===== src/rtl/trigger_source_arbiter_if.sv =====
// Trigger arbiter bus: raw trigger/control inputs and accepted-trigger/scaler outputs.
// The arbiter uses the slave side; the driver of the triggers uses the master side.
interface trigger_source_arbiter_if #(
    parameter int NUM_SRC   = 4,
    parameter int HOLDOFF_W = 8,
    parameter int CNT_W     = 16,
    parameter int SEL_W     = 2
);
    logic [NUM_SRC-1:0]   trig_i;
    logic [NUM_SRC-1:0]   en_i;
    logic [HOLDOFF_W-1:0] holdoff_i;
    logic                 busy_i;
    logic                 pps_i;
    logic                 clr_i;
    logic [SEL_W-1:0]     scal_addr_i;
    logic                 trig_o;
    logic [NUM_SRC-1:0]   trig_src_o;
    logic [CNT_W-1:0]     scal_dat_o;
    logic [CNT_W-1:0]     dropped_o;
    logic                 holdoff_o;

    modport slave (
        input  trig_i, en_i, holdoff_i, busy_i, pps_i, clr_i, scal_addr_i,
        output trig_o, trig_src_o, scal_dat_o, dropped_o, holdoff_o
    );

    modport master (
        output trig_i, en_i, holdoff_i, busy_i, pps_i, clr_i, scal_addr_i,
        input  trig_o, trig_src_o, scal_dat_o, dropped_o, holdoff_o
    );
endinterface


===== src/rtl/trigger_source_arbiter.sv =====
// Trigger source arbiter: synchronises raw trigger levels, merges coincident edges into one
// accepted pulse, applies a programmable deadtime, and keeps per-second scalers and a drop count.
module trigger_source_arbiter #(
    parameter int NUM_SRC   = 4,
    parameter int HOLDOFF_W = 8,
    parameter int CNT_W     = 16,
    parameter int SEL_W     = 2
) (
    input  logic                   clk_i,
    input  logic                   rst_n_i,
    trigger_source_arbiter_if.slave bus
);

    typedef enum logic [0:0] {
        ST_IDLE = 1'b0,
        ST_HOLD = 1'b1
    } state_e;

    localparam logic [CNT_W-1:0]     CNT_MAX  = {CNT_W{1'b1}};
    localparam logic [CNT_W:0]       CNT_INC  = {{CNT_W{1'b0}}, 1'b1};
    localparam logic [HOLDOFF_W-1:0] HOLD_ONE = {{(HOLDOFF_W-1){1'b0}}, 1'b1};
    localparam logic [HOLDOFF_W-1:0] HOLD_ZRO = {HOLDOFF_W{1'b0}};

    // Number of set bits, widened so it can be added straight onto a counter.
    function automatic logic [CNT_W:0] count_ones(input logic [NUM_SRC-1:0] v);
        logic [CNT_W:0] n;
        n = {(CNT_W+1){1'b0}};
        for (int k = 0; k < NUM_SRC; k++) begin
            n = n + {{CNT_W{1'b0}}, v[k]};
        end
        return n;
    endfunction

    function automatic logic [CNT_W-1:0] sat_add(input logic [CNT_W-1:0] a,
                                                 input logic [CNT_W:0]   b);
        logic [CNT_W:0] s;
        s = {1'b0, a} + b;
        return s[CNT_W] ? CNT_MAX : s[CNT_W-1:0];
    endfunction

    logic [NUM_SRC-1:0]   sync1_q, sync1_d;
    logic [NUM_SRC-1:0]   sync2_q, sync2_d;
    logic [NUM_SRC-1:0]   dly_q, dly_d;
    state_e               state_q, state_d;
    logic [HOLDOFF_W-1:0] hcnt_q, hcnt_d;
    logic                 trig_q, trig_d;
    logic [NUM_SRC-1:0]   trig_src_q, trig_src_d;
    logic [CNT_W-1:0]     drop_q, drop_d;
    logic [CNT_W-1:0]     scal_q, scal_d;
    logic [CNT_W-1:0]     run_q [NUM_SRC];
    logic [CNT_W-1:0]     run_d [NUM_SRC];
    logic [CNT_W-1:0]     lat_q [NUM_SRC];
    logic [CNT_W-1:0]     lat_d [NUM_SRC];

    logic [NUM_SRC-1:0]   req_s;
    logic [NUM_SRC-1:0]   mreq_s;
    logic                 accept_s;

    assign req_s  = sync2_q & ~dly_q;
    assign mreq_s = req_s & bus.en_i;

    // Next-state logic: synchronizers, arbitration FSM, drop counter and scalers.
    always_comb begin
        sync1_d    = bus.trig_i;
        sync2_d    = sync1_q;
        dly_d      = sync2_q;
        state_d    = state_q;
        hcnt_d     = hcnt_q;
        trig_d     = 1'b0;
        trig_src_d = {NUM_SRC{1'b0}};
        drop_d     = drop_q;
        accept_s   = 1'b0;
        run_d      = run_q;
        lat_d      = lat_q;
        scal_d     = {CNT_W{1'b0}};
        for (int k = 0; k < NUM_SRC; k++) begin
            scal_d = (bus.scal_addr_i == SEL_W'(k)) ? lat_q[k] : scal_d;
        end

        if (bus.clr_i) begin
            // Clear wins over everything; the synchronizer chain keeps tracking trig_i.
            state_d = ST_IDLE;
            hcnt_d  = HOLD_ZRO;
            drop_d  = {CNT_W{1'b0}};
            scal_d  = {CNT_W{1'b0}};
            for (int k = 0; k < NUM_SRC; k++) begin
                run_d[k] = {CNT_W{1'b0}};
                lat_d[k] = {CNT_W{1'b0}};
            end
        end else begin
            case (state_q)
                ST_IDLE: begin
                    if ((mreq_s != {NUM_SRC{1'b0}}) && !bus.busy_i) begin
                        accept_s   = 1'b1;
                        trig_d     = 1'b1;
                        trig_src_d = mreq_s;
                        if (bus.holdoff_i != HOLD_ZRO) begin
                            state_d = ST_HOLD;
                            hcnt_d  = bus.holdoff_i;
                        end else begin
                            state_d = ST_IDLE;
                        end
                    end else begin
                        drop_d = sat_add(drop_q, count_ones(mreq_s));
                    end
                end
                ST_HOLD: begin
                    drop_d = sat_add(drop_q, count_ones(mreq_s));
                    hcnt_d = hcnt_q - HOLD_ONE;
                    if (hcnt_q == HOLD_ONE) begin
                        state_d = ST_IDLE;
                    end else begin
                        state_d = ST_HOLD;
                    end
                end
                default: begin
                    state_d = ST_IDLE;
                    hcnt_d  = HOLD_ZRO;
                end
            endcase

            // A PPS snapshot still credits a trigger accepted in the same cycle to the new second.
            for (int k = 0; k < NUM_SRC; k++) begin
                if (bus.pps_i) begin
                    lat_d[k] = run_q[k];
                    run_d[k] = (accept_s && mreq_s[k]) ? CNT_INC[CNT_W-1:0] : {CNT_W{1'b0}};
                end else if (accept_s && mreq_s[k]) begin
                    run_d[k] = sat_add(run_q[k], CNT_INC);
                end else begin
                    run_d[k] = run_q[k];
                end
            end
        end
    end

    // State and output registers with asynchronous active-low reset.
    always_ff @(posedge clk_i or negedge rst_n_i) begin
        if (!rst_n_i) begin
            sync1_q    <= {NUM_SRC{1'b0}};
            sync2_q    <= {NUM_SRC{1'b0}};
            dly_q      <= {NUM_SRC{1'b0}};
            state_q    <= ST_IDLE;
            hcnt_q     <= HOLD_ZRO;
            trig_q     <= 1'b0;
            trig_src_q <= {NUM_SRC{1'b0}};
            drop_q     <= {CNT_W{1'b0}};
            scal_q     <= {CNT_W{1'b0}};
            for (int k = 0; k < NUM_SRC; k++) begin
                run_q[k] <= {CNT_W{1'b0}};
                lat_q[k] <= {CNT_W{1'b0}};
            end
        end else begin
            sync1_q    <= sync1_d;
            sync2_q    <= sync2_d;
            dly_q      <= dly_d;
            state_q    <= state_d;
            hcnt_q     <= hcnt_d;
            trig_q     <= trig_d;
            trig_src_q <= trig_src_d;
            drop_q     <= drop_d;
            scal_q     <= scal_d;
            for (int k = 0; k < NUM_SRC; k++) begin
                run_q[k] <= run_d[k];
                lat_q[k] <= lat_d[k];
            end
        end
    end

    assign bus.trig_o     = trig_q;
    assign bus.trig_src_o = trig_src_q;
    assign bus.scal_dat_o = scal_q;
    assign bus.dropped_o  = drop_q;
    assign bus.holdoff_o  = (state_q == ST_HOLD);

endmodule


===== src/flat_wrapper.sv =====
// flat-port wrapper written by rule: the top's interface ports become plain ports
module trigger_source_arbiter_flat 
#(
    parameter int NUM_SRC   = 4,
    parameter int HOLDOFF_W = 8,
    parameter int CNT_W     = 16,
    parameter int SEL_W     = 2
)
  (clk_i, rst_n_i, bus_trig_i, bus_en_i, bus_holdoff_i, bus_busy_i, bus_pps_i, bus_clr_i, bus_scal_addr_i, bus_trig_o, bus_trig_src_o, bus_scal_dat_o, bus_dropped_o, bus_holdoff_o);
  trigger_source_arbiter_if #(.NUM_SRC(NUM_SRC), .HOLDOFF_W(HOLDOFF_W), .CNT_W(CNT_W), .SEL_W(SEL_W)) bus_i ();
  input  logic clk_i;
  input  logic rst_n_i;
  input wire logic [$bits(bus_i.trig_i)-1:0] bus_trig_i;
  input wire logic [$bits(bus_i.en_i)-1:0] bus_en_i;
  input wire logic [$bits(bus_i.holdoff_i)-1:0] bus_holdoff_i;
  input wire logic [$bits(bus_i.busy_i)-1:0] bus_busy_i;
  input wire logic [$bits(bus_i.pps_i)-1:0] bus_pps_i;
  input wire logic [$bits(bus_i.clr_i)-1:0] bus_clr_i;
  input wire logic [$bits(bus_i.scal_addr_i)-1:0] bus_scal_addr_i;
  output wire logic [$bits(bus_i.trig_o)-1:0] bus_trig_o;
  output wire logic [$bits(bus_i.trig_src_o)-1:0] bus_trig_src_o;
  output wire logic [$bits(bus_i.scal_dat_o)-1:0] bus_scal_dat_o;
  output wire logic [$bits(bus_i.dropped_o)-1:0] bus_dropped_o;
  output wire logic [$bits(bus_i.holdoff_o)-1:0] bus_holdoff_o;
  assign bus_i.trig_i = bus_trig_i;
  assign bus_i.en_i = bus_en_i;
  assign bus_i.holdoff_i = bus_holdoff_i;
  assign bus_i.busy_i = bus_busy_i;
  assign bus_i.pps_i = bus_pps_i;
  assign bus_i.clr_i = bus_clr_i;
  assign bus_i.scal_addr_i = bus_scal_addr_i;
  assign bus_trig_o = bus_i.trig_o;
  assign bus_trig_src_o = bus_i.trig_src_o;
  assign bus_scal_dat_o = bus_i.scal_dat_o;
  assign bus_dropped_o = bus_i.dropped_o;
  assign bus_holdoff_o = bus_i.holdoff_o;
  trigger_source_arbiter #(.NUM_SRC(NUM_SRC), .HOLDOFF_W(HOLDOFF_W), .CNT_W(CNT_W), .SEL_W(SEL_W)) u_core (.clk_i(clk_i), .rst_n_i(rst_n_i), .bus(bus_i));
endmodule

===== config.mk =====
export PLATFORM = sky130hd
export DESIGN_NAME = trigger_source_arbiter_flat
export DESIGN_NICKNAME = d
export VERILOG_FILES = /design/src/rtl/trigger_source_arbiter_if.sv /design/src/rtl/trigger_source_arbiter.sv /design/src/flat_wrapper.sv
export SDC_FILE = /design/constraint.sdc
export NUM_CORES = 1
export LEC_CHECK = 0
export ABC_CLOCK_PERIOD_IN_PS = 4200
export BUFFER_PORTS_ARGS = -buffer_cell sky130_fd_sc_hd__buf_2
export CAP_MARGIN = 10
export CORE_ASPECT_RATIO = 0.5
export CORE_UTILIZATION = 63
export CTS_BUF_LIST = sky130_fd_sc_hd__clkbuf_4 sky130_fd_sc_hd__clkbuf_8
export DETAILED_ROUTE_END_ITERATION = 10
export PLACE_DENSITY = 0.91
export SLEW_MARGIN = 20
export SYNTH_ARGS = -nofsm -noshare
export SYNTH_HDL_FRONTEND = slang
export SYNTH_SLANG_ARGS = --single-unit

===== constraint.sdc =====
create_clock -name clk_i -period 4.2 [get_ports clk_i]
set_clock_uncertainty 0.2 [all_clocks]
set_input_delay 0.21 -clock clk_i [delete_from_list [all_inputs] [get_ports clk_i]]
set_output_delay 0.21 -clock clk_i [all_outputs]
set_load 0.01 [all_outputs]

==> flow_metrics.py, run 1 <==
metrics = {
    "yosys": {
        "yosys_warnings": 0,
        "yosys-top-cells-area": "dfrtp_1 50%, mux2i_1 8.4%, nor2_1 4.7%, mux4_2 3.9%, o21ai_0 3.4%",
        "synth_most_common_cell": "dfrtp_1",
        "synthTopCellsByCount": "186 x dfrtp_1, 117 x nor2_1, 78 x mux2i_1, 63 x o21ai_0, 47 x nand2_1",
        "yosysSeqAreaShare_pct": 49.8,
        "async_flop_share_pct": 100,
        "avgSynthCellArea_um2": 10.4,
        "ys_dominant_reg_cell": "dfrtp_1",
        "synth_edf_count": 0,
        "synth_area_mm2": 0.00934,
        "postSynthCellCount": 901,
        "synth_area_leader_cell": "dfrtp_1",
        "yosys.area.top_type_share_pct": 49.8,
        "synth_cell_type_count": 69,
        "synth_seq_cells": 186,
        "synthesis.nets": 938,
    },
    "pwr": {
        "leakage_uw": 0.00486,
        "vdd_drop_max_mv": 0.217,
        "power_density_mw_per_mm2": 325,
    },
    "clocking": {
        "hold_buffers": 16,
        "numClockSinks": 186,
        "cts_setup_buffers": 0,
        "cts_resized": 0,
        "cts_buffers": 17,
        "clock_latency_ns": 0.48,
        "cts_tree": "yes",
        "cts_buffer_depth": 2,
        "cts_root_buffer": "clkbuf_8",
        "cts_max_level": 4,
        "cts.clk_slew.worst_paths_ns": 0.11,
    },
    "detailed_routing": {
        "drt-initial-drc-count": 1167,
        "vias": 7737,
        "ant_nets": 0,
        "avgRoutedWirePerCell_um": 20.5,
        "drc": 0,
        "drt_first_pass_iters": 7,
        "vias_per_cell": 6.65,
        "routed_wl_um": 23800,
    },
    "grt": {
        "grt_pass1_vias": 7193,
        "grt_max_degree": 110,
        "grt_pass1_wl_um": 37900,
        "gr-usage-all-layers_pct": 32.1,
        "gr-total-overflow": 0,
        "antenna_found_initial": 0,
    },
    "layout": {
        "area_growth_pct": 10.2,
        "drive_above_1_share_pct": 14.2,
        "fillers": 915,
        "antenna_cells": 0,
        "stdcell_area_mm2": 0.0103,
        "fin_nets": 990,
    },
    "min_path": {
        "hold_class": "in2reg",
    },
    "floorplanning": {
        "dieArea_mm2": 0.0153,
        "ios": 61,
        "dieHeight_um": 88.1,
        "die_width_um": 174,
        "rows": 31,
        "initial_core_util_pct": 64.6,
        "fp.coreArea_mm2": 0.0145,
    },
    "place": {
        "dp_hpwl_um": 15800,
        "portBuffers": 60,
        "placed_area_mm2": 0.00973,
        "place_congestion": 0.936,
    },
    "sta": {
        "slew_headroom_pct": 36.1,
        "rsz0062_at_grt": "no",
        "period_share_pct": 86.6,
        "slew_viol_final": 0,
        "timing.final.crit_period_ns": 3.64,
        "finalSetupViolCount": 0,
        "setup_tns_ns": 0,
        "hold_violations": 0,
        "max_freq_mhz": 275,
        "worst_pin_slew_ns": 0.955,
    },
    "worst_setup_path": {
        "end_kind": "flop",
        "arrival_ns": 3.77,
        "critPathKind": "reg2reg",
        "path_max_fanout": 9,
        "start_kind": "flop",
        "cp.required_ns": 4.33,
    },
    "flow_run": {
        "maxCapViolCount": 0,
    },
    "status": {
        "run_status": "finished clean",
    },
}
-- cell families (layout without fill, tap and decap cells) --
| family | count (synthesis) | in the layout | share of synthesized area [%] |
|---|---|---|---|
| compound gates | 210 | 210 | 14.8 |
| xor+xnor | 7 | 7 | 0.656 |
| fa+ha+maj | 14 | 14 | 2.04 |
| buf+inv | 74 | 139 | 3.39 |
| flops | 186 | 186 | 49.8 |
| mux | 94 | 94 | 12.2 |
| simple gates | 316 | 316 | 17.1 |
-- sequential cells by signal, indices dropped and copies added, names as in the netlist --
name / flops
u_core.bus.dropped_o: 16
u_core.bus.holdoff_o: 1
u_core.bus.scal_dat_o: 16
u_core.bus.trig_o: 1
u_core.bus.trig_src_o: 4
u_core.dly_d: 4
u_core.dly_q: 4
u_core.hcnt_q: 8
u_core.lat_q: 64
u_core.run_q: 64
u_core.sync1_q: 4
-- per-layer routing --
| layer | wire length (um) | up-vias | GRT usage (%) |
|---|---|---|---|
| li1 | - | 3381 | - |
| met1 | 9610 | 3745 | 44.1 |
| met2 | 10900 | 509 | 50.7 |
| met3 | 2550 | 102 | 8.03 |
| met4 | 792 | 0 | 10.8 |
| met5 | 0 | - | 0 |
-- area by class of cell --
cell class                 instances  area [um2]  share of cell area (%)
tap                              198         248                    2.41
sequential                       186        4650                    45.2
clock buffer                      17         234                    2.27
multi-input combinational        641        4380                    42.5
timing repair buffer              81         515                    5.01
clock inverter                    15         171                    1.66
inverter                          26        97.6                   0.948
-- per-stage QoR --
step,instances,utilization (%),hold slack (ns),setup WS [ns],total power (uW)
floorplan,901,-,-0.286,1.02,2040
global placement,1116,67.2,0.118,0.782,2130
detailed placement,1116,67.2,0.119,0.643,2140
CTS,1164,71.2,0.00877,0.596,3350
global route,1164,71.2,0.0399,0.467,3460
finish,1164,71.2,0.0253,0.561,3350
-- report_power, final --
group | switching [uW] | total, uW | internal, uW
sequential | 26.0 | 1840 | 1810
clock | 726 | 1230 | 501
combinational | 180 | 283 | 103
total | 932 | 3350 | 2420
-- placed cells by master, fill, tap and decap left out, types with 4 or more instances in the layout --
| cell | netlist | layout |
|---|---|---|
| and4_1 | 9 | 9 |
| nor2b_1 | 17 | 17 |
| clkbuf_8 | 0 | 18 |
| nand2_1 | 47 | 47 |
| a22o_1 | 9 | 9 |
| nor3_1 | 26 | 26 |
| xnor2_1 | 4 | 4 |
| buf_2 | 18 | 57 |
| and3_1 | 13 | 13 |
| o21a_1 | 7 | 7 |
| o21ai_0 | 63 | 63 |
| mux2i_1 | 78 | 78 |
| nor4b_1 | 4 | 4 |
| a21o_1 | 10 | 10 |
| o311ai_0 | 5 | 5 |
| nand3_1 | 35 | 35 |
| nand4_1 | 9 | 9 |
| and2_1 | 6 | 6 |
| dlygate4sd3_1 | 0 | 16 |
| nor2_1 | 117 | 117 |
| ha_1 | 12 | 12 |
| a211oi_1 | 4 | 4 |
| inv_1 | 23 | 23 |
| mux4_2 | 16 | 16 |
| buf_4 | 0 | 6 |
| o22ai_1 | 5 | 5 |
| a311oi_1 | 10 | 10 |
| nand2b_1 | 5 | 5 |
| or2_2 | 4 | 4 |
| inv_6 | 0 | 6 |
| a31oi_1 | 15 | 15 |
| o21ai_1 | 9 | 9 |
| dfrtp_1 | 186 | 186 |
| a21oi_1 | 43 | 43 |
| nor4_1 | 11 | 11 |
-- worst paths after layout --
kind / from / end / slack [ns] / depth (start not counted)
max: u_core.dly_q[1] / u_core.bus.dropped_o[2] / 0.56 / 11
min: bus_pps_i / u_core.lat_q[47] / 0.03 / 3
max reg2reg: u_core.dly_q[1] / u_core.bus.dropped_o[2] / 0.56 / 11
min reg2reg: u_core.sync1_q[3] / u_core.dly_d[3] / 0.16 / 0
max in group asynchronous: rst_n_i / u_core.lat_q[13] / 2.48 / 3
min in group asynchronous: rst_n_i / u_core.lat_q[60] / 0.16 / 2
-- critical path, cell delays in order, from the launching register on --
cell	delay, ns
dfrtp_1	0.39
nand3b_1	0.29
inv_1	0.25
ha_1	0.29
fa_1	0.45
ha_1	0.23
fa_1	0.40
a21o_1	0.22
nand2b_1	0.27
o21ai_1	0.22
o22ai_1	0.20
nor2_1	0.08
No activity file was read; power rests on OpenSTA's default activity.
==> inputs of run 2 (changes only) <==
--- a/config.mk
+++ b/config.mk
@@ -7,12 +7,12 @@
 export LEC_CHECK = 0
 export ABC_CLOCK_PERIOD_IN_PS = 4200
 export BUFFER_PORTS_ARGS = -buffer_cell sky130_fd_sc_hd__buf_2
-export CAP_MARGIN = 10
+export CAP_MARGIN = 15
 export CORE_ASPECT_RATIO = 0.5
 export CORE_UTILIZATION = 63
 export CTS_BUF_LIST = sky130_fd_sc_hd__clkbuf_4 sky130_fd_sc_hd__clkbuf_8
 export DETAILED_ROUTE_END_ITERATION = 10
-export PLACE_DENSITY = 0.91
+export PLACE_DENSITY_LB_ADDON = 0.3
 export SLEW_MARGIN = 20
 export SYNTH_ARGS = -nofsm -noshare
 export SYNTH_HDL_FRONTEND = slang
==> run 2 against run 1 <==
Effect of this change:
- wire length down 6.9%
- flip-flop and latch count unchanged
- design area down 0.22%
- cell count down 0.17%
- setup slack better by 0.038 ns
- fmax up 1.0%
- register-to-register slack better by 0.04 ns
- via count down 3.1%
- non-clock buffer count down 1
- sequential share of layout area up 0.099 points
- clock power down 3%
- sequential power about the same
==> flow_metrics.py, run 2 (synthesis gave the netlist of run 1 again) <==
metrics = {
    "min_path": {
        "hold_class": "in2async",
    },
    "floorplanning": {
        "ios": 61,
        "rows": 31,
        "fp.coreArea_mm2": 0.0145,
        "initial_core_util_pct": 64.6,
        "die_width_um": 174,
        "dieArea_mm2": 0.0153,
        "dieHeight_um": 88.1,
    },
    "grt": {
        "grt_pass1_vias": 6724,
        "grt_max_degree": 129,
        "gr-total-overflow": 0,
        "antenna_found_initial": 0,
        "grt_pass1_wl_um": 35400,
        "gr-usage-all-layers_pct": 30.1,
    },
    "sta": {
        "rsz0062_at_grt": "no",
        "finalSetupViolCount": 0,
        "period_share_pct": 85.7,
        "slew_viol_final": 0,
        "max_freq_mhz": 278,
        "setup_tns_ns": 0,
        "slew_headroom_pct": 36.6,
        "timing.final.crit_period_ns": 3.60,
        "hold_violations": 0,
        "worst_pin_slew_ns": 0.948,
        "setup_slack_ns": 0.599,
    },
    "detailed_routing": {
        "ant_nets": 0,
        "vias": 7498,
        "drc": 0,
        "drt_first_pass_iters": 6,
        "vias_per_cell": 6.45,
        "avgRoutedWirePerCell_um": 19.1,
        "drt-initial-drc-count": 854,
        "routed_wl_um": 22200,
    },
    "worst_setup_path": {
        "critPathKind": "reg2reg",
        "cp.required_ns": 4.40,
        "crit_path_cell_trace": "nand3b_1 -> inv_1 -> ha_1 -> fa_1 -> ha_1 -> fa_1 -> a21o_1 -> nand2b_1 -> nor2_1 -> a41o_1 -> nor2_1",
        "worst-path-buf-inv": 1,
        "arrival_ns": 3.80,
        "start_kind": "flop",
        "end_kind": "flop",
        "crit_family": "adder cells",
        "critPathMaxStageDelay_ns": 0.46,
        "critical-path-slowest-cell": "fa_1",
        "path_max_fanout": 9,
    },
    "layout": {
        "final_common_cell": "dfrtp_1",
        "area_growth_pct": 10.0,
        "fin_nets": 989,
        "final_core_util_pct": 71.0,
        "multi_input_area_mm2": 0.00438,
        "antenna_cells": 0,
        "register_area_mm2": 0.00465,
        "reg_top3": "u_core.lat_q x64, u_core.run_q x64",
        "fillers": 1072,
        "stdcell_area_mm2": 0.0103,
        "mostFrequentLayoutCells": "186 x dfrtp_1, 117 x nor2_1, 78 x mux2i_1",
        "drive_above_1_share_pct": 14.2,
    },
    "clocking": {
        "cts_setup_buffers": 0,
        "cts_max_level": 4,
        "cts_resized": 0,
        "cts_tree": "yes",
        "cts_buffer_depth": 2,
        "hold_buffers": 14,
        "cts_buffers": 17,
        "cts_root_buffer": "clkbuf_8",
        "clock_latency_ns": 0.48,
        "numClockSinks": 186,
        "cts.clk_slew.worst_paths_ns": 0.11,
    },
    "place": {
        "portBuffers": 60,
        "place_congestion": 0.883,
        "placed_area_mm2": 0.00973,
        "dp_hpwl_um": 15100,
        "place_ws_ns": 0.655,
    },
    "pwr": {
        "fin_total_pwr_uw": 3300,
        "power_density_mw_per_mm2": 322,
        "vdd_drop_max_mv": 0.203,
        "leakage_uw": 0.00486,
    },
    "status": {
        "run_status": "finished clean",
    },
    "flow_run": {
        "maxCapViolCount": 0,
    },
}
[run 2: cell types whose count changed in the layout (fill, tap and decap cells not counted), sizes merged]
| cell | delta |
|---|---|
| clkinvlp | -3 |
| clkbuf | +2 |
| dlygate4sd3 | -2 |
| buf | +1 |
| bufinv | -1 |
| inv | +1 |
[run 2: layout make-up]
cell class | instances | share of cell area (%)
Clock inverter | 12 | 1.14
Multi-Input combinational cell | 641 | 42.6
Sequential cell | 186 | 45.3
Clock buffer | 19 | 2.54
Tap cell | 198 | 2.41
Inverter | 26 | 0.950
Timing Repair Buffer | 80 | 5.05
[run 2: worst reg2reg max path, cell delays in order, from the launching register on]
cell	delay, ns
dfrtp_1	0.38
nand3b_1	0.30
inv_1	0.25
ha_1	0.28
fa_1	0.46
ha_1	0.23
fa_1	0.40
a21o_1	0.22
nand2b_1	0.26
nor2_1	0.17
a41o_1	0.28
nor2_1	0.09
[run 2: worst paths after layout]
path / startpoint / to / slack [ns] / cells after the start
max: u_core.dly_q[1] / u_core.bus.dropped_o[8] / 0.60 / 11
min: rst_n_i / u_core.run_q[49] / 0.02 / 2
min reg2reg: u_core.sync1_q[0] / u_core.dly_d[0] / 0.16 / 0
max reg2reg: u_core.dly_q[1] / u_core.bus.dropped_o[8] / 0.60 / 11
max in group asynchronous: rst_n_i / u_core.hcnt_q[0] / 2.55 / 4
min in group clk_i: bus_pps_i / u_core.lat_q[48] / 0.05 / 3
[run 2: stage by stage]
| step | hold slack [ns] | instances |
|---|---|---|
| 6_report | 0.0177 | 1162 |
| 5_1_grt | 0.0493 | 1162 |
| 4_1_cts | 0.0266 | 1161 |
| 3_5_place_dp | 0.120 | 1116 |
| 3_3_place_gp | 0.119 | 1116 |
| 2_1_floorplan | -0.286 | 901 |
[run 2: layer usage]
metal	vias to the layer above	global-route usage [%]	routed length, um
met5	-	0	0
met4	0	7.66	226
met3	26	6.25	1630
met2	335	46.7	10100
met1	3751	43.8	10200
li1	3386	-	-
[run 2: where the power goes]
part           internal [uW]  total [uW]  switching [uW]
Combinational            104         281             177
Clock                    470        1190             716
Sequential              1810        1840            25.0
